==> src/rtl/burst_pwm_gen_if.sv <==
// Control/config/status bundle for burst_pwm_gen.
// The master drives start/stop and the sequence configuration; the slave returns q/busy/done.
interface burst_pwm_gen_if #(
  parameter int W  = 8,
  parameter int BW = 4,
  parameter int RW = 4
);
  logic          start;
  logic          stop;
  logic [W-1:0]  period;
  logic [W-1:0]  high;
  logic [BW-1:0] bursts;
  logic [W-1:0]  pause;
  logic [RW-1:0] reps;
  logic          q;
  logic          busy;
  logic          done;

  modport master (
    output start, stop, period, high, bursts, pause, reps,
    input  q, busy, done
  );

  modport slave (
    input  start, stop, period, high, bursts, pause, reps,
    output q, busy, done
  );
endinterface

==> src/rtl/burst_pwm_gen.sv <==
// Restartable burst PWM sequencer: N periods of P cycles (H high), pause L, repeated R times.
// All outputs are registered; the next-cycle values are decoded from the next-state logic.
module burst_pwm_gen #(
  parameter int W  = 8,
  parameter int BW = 4,
  parameter int RW = 4
) (
  input  logic              clk,
  input  logic              reset,
  burst_pwm_gen_if.slave    bus
);

  typedef enum logic [1:0] {
    ST_IDLE  = 2'd0,
    ST_RUN   = 2'd1,
    ST_PAUSE = 2'd2
  } state_t;

  localparam logic [W-1:0]  W_ZERO  = {W{1'b0}};
  localparam logic [W-1:0]  W_ONE   = {{(W-1){1'b0}}, 1'b1};
  localparam logic [BW-1:0] BW_ZERO = {BW{1'b0}};
  localparam logic [BW-1:0] BW_ONE  = {{(BW-1){1'b0}}, 1'b1};
  localparam logic [RW-1:0] RW_ZERO = {RW{1'b0}};
  localparam logic [RW-1:0] RW_ONE  = {{(RW-1){1'b0}}, 1'b1};

  // Zero means "one", so the stored terminal count is max(v,1)-1.
  function automatic logic [W-1:0] last_w(input logic [W-1:0] v);
    if (v == W_ZERO) begin
      last_w = W_ZERO;
    end else begin
      last_w = v - W_ONE;
    end
  endfunction

  function automatic logic [RW-1:0] last_rw(input logic [RW-1:0] v);
    if (v == RW_ZERO) begin
      last_rw = RW_ZERO;
    end else begin
      last_rw = v - RW_ONE;
    end
  endfunction

  state_t        r_state;
  logic [W-1:0]  r_cnt;
  logic [BW-1:0] r_per;
  logic [RW-1:0] r_rep;
  logic [W-1:0]  r_p_last;
  logic [W-1:0]  r_h;
  logic [BW-1:0] r_n;
  logic [W-1:0]  r_l;
  logic [RW-1:0] r_r_last;
  logic          r_q;
  logic          r_busy;
  logic          r_done;

  state_t        w_state_nxt;
  logic [W-1:0]  w_cnt_nxt;
  logic [BW-1:0] w_per_nxt;
  logic [RW-1:0] w_rep_nxt;
  logic          w_done_nxt;
  logic          w_load;
  logic          w_rep_end;
  logic [W-1:0]  w_h_eff;
  logic          w_q_nxt;
  logic          w_busy_nxt;

  // State, counters and latched configuration.
  always_ff @(posedge clk or negedge reset) begin
    if (!reset) begin
      r_state  <= ST_IDLE;
      r_cnt    <= W_ZERO;
      r_per    <= BW_ZERO;
      r_rep    <= RW_ZERO;
      r_p_last <= W_ZERO;
      r_h      <= W_ZERO;
      r_n      <= BW_ZERO;
      r_l      <= W_ZERO;
      r_r_last <= RW_ZERO;
    end else begin
      r_state <= w_state_nxt;
      r_cnt   <= w_cnt_nxt;
      r_per   <= w_per_nxt;
      r_rep   <= w_rep_nxt;
      if (w_load) begin
        r_p_last <= last_w(bus.period);
        r_h      <= bus.high;
        r_n      <= bus.bursts;
        r_l      <= bus.pause;
        r_r_last <= last_rw(bus.reps);
      end else begin
        r_p_last <= r_p_last;
        r_h      <= r_h;
        r_n      <= r_n;
        r_l      <= r_l;
        r_r_last <= r_r_last;
      end
    end
  end

  // Next-state and counter sequencing; stop overrides everything.
  always_comb begin
    w_state_nxt = r_state;
    w_cnt_nxt   = r_cnt;
    w_per_nxt   = r_per;
    w_rep_nxt   = r_rep;
    w_done_nxt  = 1'b0;
    w_load      = 1'b0;
    w_rep_end   = 1'b0;
    if (bus.stop) begin
      w_state_nxt = ST_IDLE;
      w_cnt_nxt   = W_ZERO;
      w_per_nxt   = BW_ZERO;
      w_rep_nxt   = RW_ZERO;
    end else begin
      case (r_state)
        ST_IDLE: begin
          if (bus.start) begin
            w_state_nxt = ST_RUN;
            w_cnt_nxt   = W_ZERO;
            w_per_nxt   = BW_ZERO;
            w_rep_nxt   = RW_ZERO;
            w_load      = 1'b1;
          end else begin
            w_state_nxt = ST_IDLE;
          end
        end
        ST_RUN: begin
          if (r_cnt == r_p_last) begin
            w_cnt_nxt = W_ZERO;
            // In continuous mode (N=0) per just wraps and is never compared.
            if ((r_n != BW_ZERO) && (r_per == (r_n - BW_ONE))) begin
              w_per_nxt = BW_ZERO;
              if (r_l != W_ZERO) begin
                w_state_nxt = ST_PAUSE;
              end else begin
                w_rep_end = 1'b1;
              end
            end else begin
              w_per_nxt = r_per + BW_ONE;
            end
          end else begin
            w_cnt_nxt = r_cnt + W_ONE;
          end
        end
        ST_PAUSE: begin
          if (r_cnt == (r_l - W_ONE)) begin
            w_rep_end = 1'b1;
          end else begin
            w_cnt_nxt = r_cnt + W_ONE;
          end
        end
        default: begin
          w_state_nxt = ST_IDLE;
          w_cnt_nxt   = W_ZERO;
          w_per_nxt   = BW_ZERO;
          w_rep_nxt   = RW_ZERO;
        end
      endcase
      if (w_rep_end) begin
        w_cnt_nxt = W_ZERO;
        w_per_nxt = BW_ZERO;
        if (r_rep == r_r_last) begin
          w_state_nxt = ST_IDLE;
          w_rep_nxt   = RW_ZERO;
          w_done_nxt  = 1'b1;
        end else begin
          w_state_nxt = ST_RUN;
          w_rep_nxt   = r_rep + RW_ONE;
        end
      end else begin
        w_done_nxt = 1'b0;
      end
    end
  end

  // Output decode for the coming cycle; on a load the fresh high time is used.
  always_comb begin
    if (w_load) begin
      w_h_eff = bus.high;
    end else begin
      w_h_eff = r_h;
    end
    w_q_nxt    = (w_state_nxt == ST_RUN) && (w_cnt_nxt < w_h_eff);
    w_busy_nxt = (w_state_nxt != ST_IDLE);
  end

  // Registered outputs.
  always_ff @(posedge clk or negedge reset) begin
    if (!reset) begin
      r_q    <= 1'b0;
      r_busy <= 1'b0;
      r_done <= 1'b0;
    end else begin
      r_q    <= w_q_nxt;
      r_busy <= w_busy_nxt;
      r_done <= w_done_nxt;
    end
  end

  assign bus.q    = r_q;
  assign bus.busy = r_busy;
  assign bus.done = r_done;

endmodule
==> src/flat_wrapper.sv <==
// flat-port wrapper written by rule: the top's interface ports become plain ports
module burst_pwm_gen_flat 
#(
  parameter int W  = 8,
  parameter int BW = 4,
  parameter int RW = 4
)
  (clk, reset, bus_start, bus_stop, bus_period, bus_high, bus_bursts, bus_pause, bus_reps, bus_q, bus_busy, bus_done);
  burst_pwm_gen_if #(.W(W), .BW(BW), .RW(RW)) bus_i ();
  input  logic clk;
  input  logic reset;
  input wire logic [$bits(bus_i.start)-1:0] bus_start;
  input wire logic [$bits(bus_i.stop)-1:0] bus_stop;
  input wire logic [$bits(bus_i.period)-1:0] bus_period;
  input wire logic [$bits(bus_i.high)-1:0] bus_high;
  input wire logic [$bits(bus_i.bursts)-1:0] bus_bursts;
  input wire logic [$bits(bus_i.pause)-1:0] bus_pause;
  input wire logic [$bits(bus_i.reps)-1:0] bus_reps;
  output wire logic [$bits(bus_i.q)-1:0] bus_q;
  output wire logic [$bits(bus_i.busy)-1:0] bus_busy;
  output wire logic [$bits(bus_i.done)-1:0] bus_done;
  assign bus_i.start = bus_start;
  assign bus_i.stop = bus_stop;
  assign bus_i.period = bus_period;
  assign bus_i.high = bus_high;
  assign bus_i.bursts = bus_bursts;
  assign bus_i.pause = bus_pause;
  assign bus_i.reps = bus_reps;
  assign bus_q = bus_i.q;
  assign bus_busy = bus_i.busy;
  assign bus_done = bus_i.done;
  burst_pwm_gen #(.W(W), .BW(BW), .RW(RW)) u_core (.clk(clk), .reset(reset), .bus(bus_i));
endmodule
==> config.mk <==
export PLATFORM = sky130hd
export DESIGN_NAME = burst_pwm_gen_flat
export DESIGN_NICKNAME = d
export VERILOG_FILES = /design/src/rtl/burst_pwm_gen_if.sv /design/src/rtl/burst_pwm_gen.sv /design/src/flat_wrapper.sv
export SDC_FILE = /design/constraint.sdc
export NUM_CORES = 1
export LEC_CHECK = 0
export BUFFER_PORTS_ARGS = -buffer_cell sky130_fd_sc_hd__buf_4
export CELL_PAD_IN_SITES_DETAIL_PLACEMENT = 0
export CELL_PAD_IN_SITES_GLOBAL_PLACEMENT = 1
export CORE_MARGIN = 2
export CORE_UTILIZATION = 40
export CTS_BUF_LIST = sky130_fd_sc_hd__clkbuf_4
export CTS_CLUSTER_SIZE = 20
export DETAILED_ROUTE_END_ITERATION = 12
export GPL_ROUTABILITY_DRIVEN = 0
export PLACE_DENSITY = 0.79
export SYNTH_ARGS = -nofsm -noshare
export SYNTH_HDL_FRONTEND = slang
export SYNTH_SLANG_ARGS = --single-unit
export TNS_END_PERCENT = 30
==> constraint.sdc <==
create_clock -name clk -period 7.6 [get_ports clk]
set_input_delay 0.76 -clock clk [delete_from_list [all_inputs] [get_ports clk]]
set_output_delay 0.76 -clock clk [all_outputs]
set_load 0.005 [all_outputs]
After elaboration in Yosys (flattened, before gate mapping)
Index checks and enable logic that the tools add are counted.
Cells by class
  add/subtract/negate cells: 7
  magnitude comparators: 1
  eq/ne operators: 11
  multiplexer cells: 39
  reductions and logical operators: 11
Operator list (number)
  8-bit 2-to-1 mux: 7
  4-bit 2-to-1 mux: 9
  8-bit one-hot mux with 3 select lines: 1
  8-bit == test: 2
  8-bit by 1-bit subtractor with 8-bit output (second input constant): 2
  1-bit 2-to-1 mux: 13
  4-bit one-hot mux with 3 select lines: 1
  2-bit 2-to-1 mux: 5
  4-bit by 1-bit adder with 4-bit output (second input constant): 2
  8-bit by 1-bit adder with 8-bit output (second input constant): 1
  4-bit == test: 2
  8-bit logical NOT: 1
  8-bit < comparator: 1
  4-bit one-hot mux with 2 select lines: 1
  8-bit nonzero test: 1
  4-bit by 1-bit subtractor with 4-bit output (second input constant): 2
  2-bit one-hot mux with 3 select lines: 1
  2-bit by 1-bit == test with 1-bit output (second input constant): 2
  4-bit logical NOT: 1
  4-bit by 2-bit inequality test with 1-bit output (second input constant): 1
  4-bit by 3-bit inequality test with 1-bit output (second input constant): 1
  4-bit nonzero test: 1
  3-bit by 1-bit inequality test with 1-bit output (second input constant): 1
  3-bit by 2-bit inequality test with 1-bit output (second input constant): 1
  other kinds (8): 9
Storage, ports and cells
  bits in registers: 53
  input bits: 36
  output and inout bits: 3

Logic depth before layout (Yosys ltp)
  depth after elaboration: 11
  mapped depth: 18
  mapped depth without buffers: 16

Worst setup path before layout
Ideal clock, no wire load.
  kind: reg-to-reg
  start: reg u_core.r_l[0]
  end: reg u_core.r_q (netlist: u_core.bus.q)
  data arrival time: 3.270 ns
  required time: 7.518 ns
  slack: 4.248 ns
  stages on the path, launching flop included: 18
  cells stage by stage: dfrtp_1 > inv_1 > ha_1 > buf_4 > nor3b_1 > o2111ai_1 > a211oi_1 > o211ai_1 > or2_2 > buf_2 > mux2_2 > a222oi_1 > nor2_1 > ha_1 > nor3b_1 > nand2b_1 > a21o_1 > a31oi_1
Between the ends
  cells in the longest elaborated chain, start to end: 10
  elaborated cells between the ends (all ways): 22
  those cells by class: 1 x add/sub; 1 x order compare; 2 x eq/ne; 16 x mux; 2 x reduce/logical
Ends and longest elaborated chain
  start: declaration: line burst_pwm_gen.sv:50  | logic [W-1:0] r_l;
  start signal: assignment: line burst_pwm_gen.sv:88  | r_l <= bus.pause;
  start signal: assignment: line burst_pwm_gen.sv:94  | r_l <= r_l;
  parallel branches: the longest is 6 deep, another holds 8-bit by 1-bit subtractor with 8-bit output
  8-bit 2-to-1 mux *: line burst_pwm_gen.sv:159  | if (w_rep_end) begin
  8-bit 2-to-1 mux *: line burst_pwm_gen.sv:109  | if (bus.stop) begin
  named net u_core.w_cnt_nxt[1]: line burst_pwm_gen.sv:57  | logic [W-1:0] w_cnt_nxt;
  8-bit < comparator *: line burst_pwm_gen.sv:183  | w_q_nxt = (w_state_nxt == ST_RUN) && (w_cnt_nxt < w_h_eff);
  1-bit logical AND *: line burst_pwm_gen.sv:183
  named net u_core.w_q_nxt: line burst_pwm_gen.sv:64  | logic w_q_nxt;
  end signal: assignment: line burst_pwm_gen.sv:194  | r_q <= w_q_nxt;
  end: declaration: line burst_pwm_gen.sv:52  | logic r_q;
Mark *: on every way through the listed nets, which the timed path passes. The select of a mux whose other input is x is not followed.
A chain may end at the register's enable or synchronous reset.

Final worst setup path
Same ends and word-level chain as after synthesis.

==> impl_results.md <==
- Status: completed
- Core area: 8590 µm²
- I/O pin count: 39
- Critical path fanouts, max: 10
- Critical path class: flop to flop
- Ranking of synthesized cells by area: dfrtp_1 (38%), ha_1 (6.4%), xor2_1 (4.8%)
- Slew @ Worst Pin: 0.992 ns
- Yosys top cell by area: dfrtp_1
- DRT iter0 DRCs: 108
- Area growth, synth to finish: 13.3%
- Max Cap Violations: 0
- Buffers and inverters on the worst path: 1
- Worst min path class: primary input to async pin
- Clock power share: 0.268
- PD cells: 181 nW/µm²
- Vias in the first global route: 2664
- Post-synth EDFFs: 0
- Slowest cell on crit path: nor3_1
- Nets: 450
- DR WL/cell: 14.7 µm
- Synth top area share: 0.380
- Crit start category: flop
- Peak supply drop: 0.0872 mV
- Initial antenna violation count: 0
- Setup repair bufs after CTS: 0
- Combinational Power Share: 0.244
- Chain of cells forming the critical path: inv_1, ha_1, nor3b_1, o2111ai_1, a211oi_1, o211ai_1, nor3_1, nor2_1, a31oi_1, o211a_1, ha_1, and4_1, a21oi_1, o2111ai_1, a31oi_1
- Site Rows: 34
- Part of the power in registers: 0.488
- Post-Route Setup TNS: 0 ns
- CTS tree: built
- DR vias: 2724
- Rel. slew slack: 0.336
- Worst Path Arrival: 4.17 ns
- Worst hold margin: 0.407 ns
- Worst Skew: 0.0102 ns
- Starting Density: 0.407
- Number of buffers created by CTS: 5
- Pint: 0.000504 W
- Die width: 97.5 µm
- First-pass GRT wire length: 12700 µm
- Crit-path leading delay family: compound AO/OA/AOI/OAI gates
- Syn_nets: 418
- Antenna diodes: 0
- Fmax: 259 MHz
- Leakage power figure: 1.92 nW
- Die area: 9500 µm²
- Final Cycle Share: 0.509
- Layout cells sized above 1: 0.202
- Root buffer cell: clkbuf_4
- Initial DRT Pass Iterations: 4
- Asr flop ratio synth: 1.00
- Synth warn: 0
- Post-Syn Area: 3490 µm²
- Switching Fraction: 0.296
- Fin. max-slew vios: 0
- Final Hold Fails: 0
- Chip height: 97.5 µm
- DP Wirelength: 5630 µm
- Post-place setup slack: 3.77 ns
- Cells after synthesis: 364
- H-Tree Level Count: 2
- Hold Buf Count CTS: 0
- DRT Wirelength: 7400 µm
- DRT antenna net count: 0
- Drt drc: 0
- Worst-Skew Late Latency: 0.37 ns
- Max Root-Sink Buffers: 2
- Yosys reg bits: 53
- Global route overflow: 0
- Largest net degree at the start of global routing: 54
- Final worst slack: 3.73 ns
- Crit path required time: 7.90 ns
- Final setup vio count: 0
- RSZ-0062 raised after global routing: false
- Port bufs: 38
- Fill cells: 860
- Unique masters post-synth: 66
- Psw: 0.000212 W
- Post-synthesis sequential area ratio: 0.380
- Post-CTS sizing: 0
- CP peak stage delay: 0.57 ns
- Syn Area/Cell: 9.60 µm²
- Clock transition at path regs: 0.15 ns
- Predominant post-synthesis flop cell: dfrtp_1
- Clock sink total: 53
- Crit path time final: 3.87 ns
- Number of vias per cell: 5.39
- Overall routing resource usage: 0.161
- Crit end category: flop
==> layout by cell type (no fill, tap or decap), drive strengths merged, types with 9 or more instances in the layout <==
cell / instances
dfrtp: 53
buf: 39
inv: 30
nand2: 28
o21ai: 24
xor2: 19
ha: 18
nor2: 18
a21oi: 17
mux2: 14
xnor2: 13
nor3: 11
and3: 10
mux2i: 9
==> power groups by stage <==
stage               Combinational [W]  Clock (W)  Sequential [W]
CTS                          0.000176   0.000198        0.000349
global route                 0.000196   0.000208        0.000354
global placement             0.000171          0        0.000354
finish                       0.000175   0.000192        0.000349
detailed placement           0.000176          0        0.000355
floorplan                    0.000134          0        0.000344
==> synthesized netlist by cell type (2+ instances only) <==
master     count
a21o_1         6
a21oi_1       17
a31oi_1        5
and3_1         9
buf_1          3
buf_2          2
clkbuf_1       7
dfrtp_1       53
ha_1          18
inv_1         30
mux2_2        14
mux2i_1        9
nand2_1       28
nand2b_1       6
nand3_1        6
nand3b_1       4
nor2_1        17
nor2b_1        4
nor3_1        11
nor3b_1        3
nor4_1         5
o2111ai_1      2
o211a_1        3
o211ai_1       4
o21ai_0       21
o21ai_1        3
o22ai_1        2
o31ai_1        2
o31ai_2        2
or2_2          3
xnor2_1       12
xor2_1        19
==> worst paths after layout <==
check	cells after the start	slack, ns	to	start
min	1	0.41	u_core.r_h[2]	reset
min reg2reg	1	0.51	u_core.r_h[0]	u_core.r_h[0]
min in group clk	1	0.51	u_core.r_h[0]	u_core.r_h[0]
max reg2reg	15	3.73	u_core.bus.q	u_core.r_l[0]
max in group asynchronous	1	6.74	u_core.r_per[0]	reset
max	15	3.73	u_core.bus.q	u_core.r_l[0]
==> worst reg2reg max path, stage by stage, from the launching register on <==
cell	delay [ns]
dfrtp_1	0.46
inv_1	0.08
ha_1	0.35
nor3b_1	0.29
o2111ai_1	0.14
a211oi_1	0.20
o211ai_1	0.22
nor3_1	0.57
nor2_1	0.18
a31oi_1	0.20
o211a_1	0.21
ha_1	0.25
and4_1	0.22
a21oi_1	0.15
o2111ai_1	0.14
a31oi_1	0.16
==> metal layers <==
layer,vias to the layer above,GRT usage,share of wire,wire [µm]
met5,-,0,0,0
met4,0,0.0588,0.019,137
met3,14,0.0295,0.039,287
met2,70,0.259,0.46,3430
met1,1285,0.219,0.48,3550
li1,1355,-,-,-
==> layout make-up <==
cell class	count	area, µm²	area share
repair buffers	39	293	0.0740
well taps	108	135	0.0341
multi-input cells	267	1990	0.503
flip-flops and latches	53	1330	0.335
clock inverters	3	65.1	0.0164
clock buffers	5	37.5	0.00948
inverters	30	113	0.0284
==> state kept, by name, summed over array words and instances (netlist names) <==
signal / cells
u_core.bus.q: 1
u_core.r_r_last: 4
u_core.r_n: 4
u_core.r_h: 8
u_core.r_rep: 4
u_core.r_per: 4
u_core.r_p_last: 8
u_core.r_state: 2
u_core.bus.done: 1
u_core.bus.busy: 1
u_core.r_l: 8
u_core.r_cnt: 8
==> stage by stage <==
step                instances  instance area [µm²]  power, W   util
floorplan                 364                 3490  0.000478      -
global placement          497                 3860  0.000525  0.449
detailed placement        497                 3860  0.000531  0.449
CTS                       505                 3960  0.000724  0.461
global route              505                 3960  0.000759  0.461
finish                    505                 3960  0.000716  0.461
==> cell families after synthesis <==
kind of cell | after synthesis | share of synthesized area
AND/OR/NAND/NOR | 108 | 0.170
multiplexers | 23 | 0.0709
XOR/XNOR | 32 | 0.0823
flip-flops | 53 | 0.380
buffers and inverters | 44 | 0.0512
adder cells (fa/ha/maj) | 18 | 0.0644
AO/OA/AOI/OAI | 86 | 0.182
(Power assumes the default switching activity.)
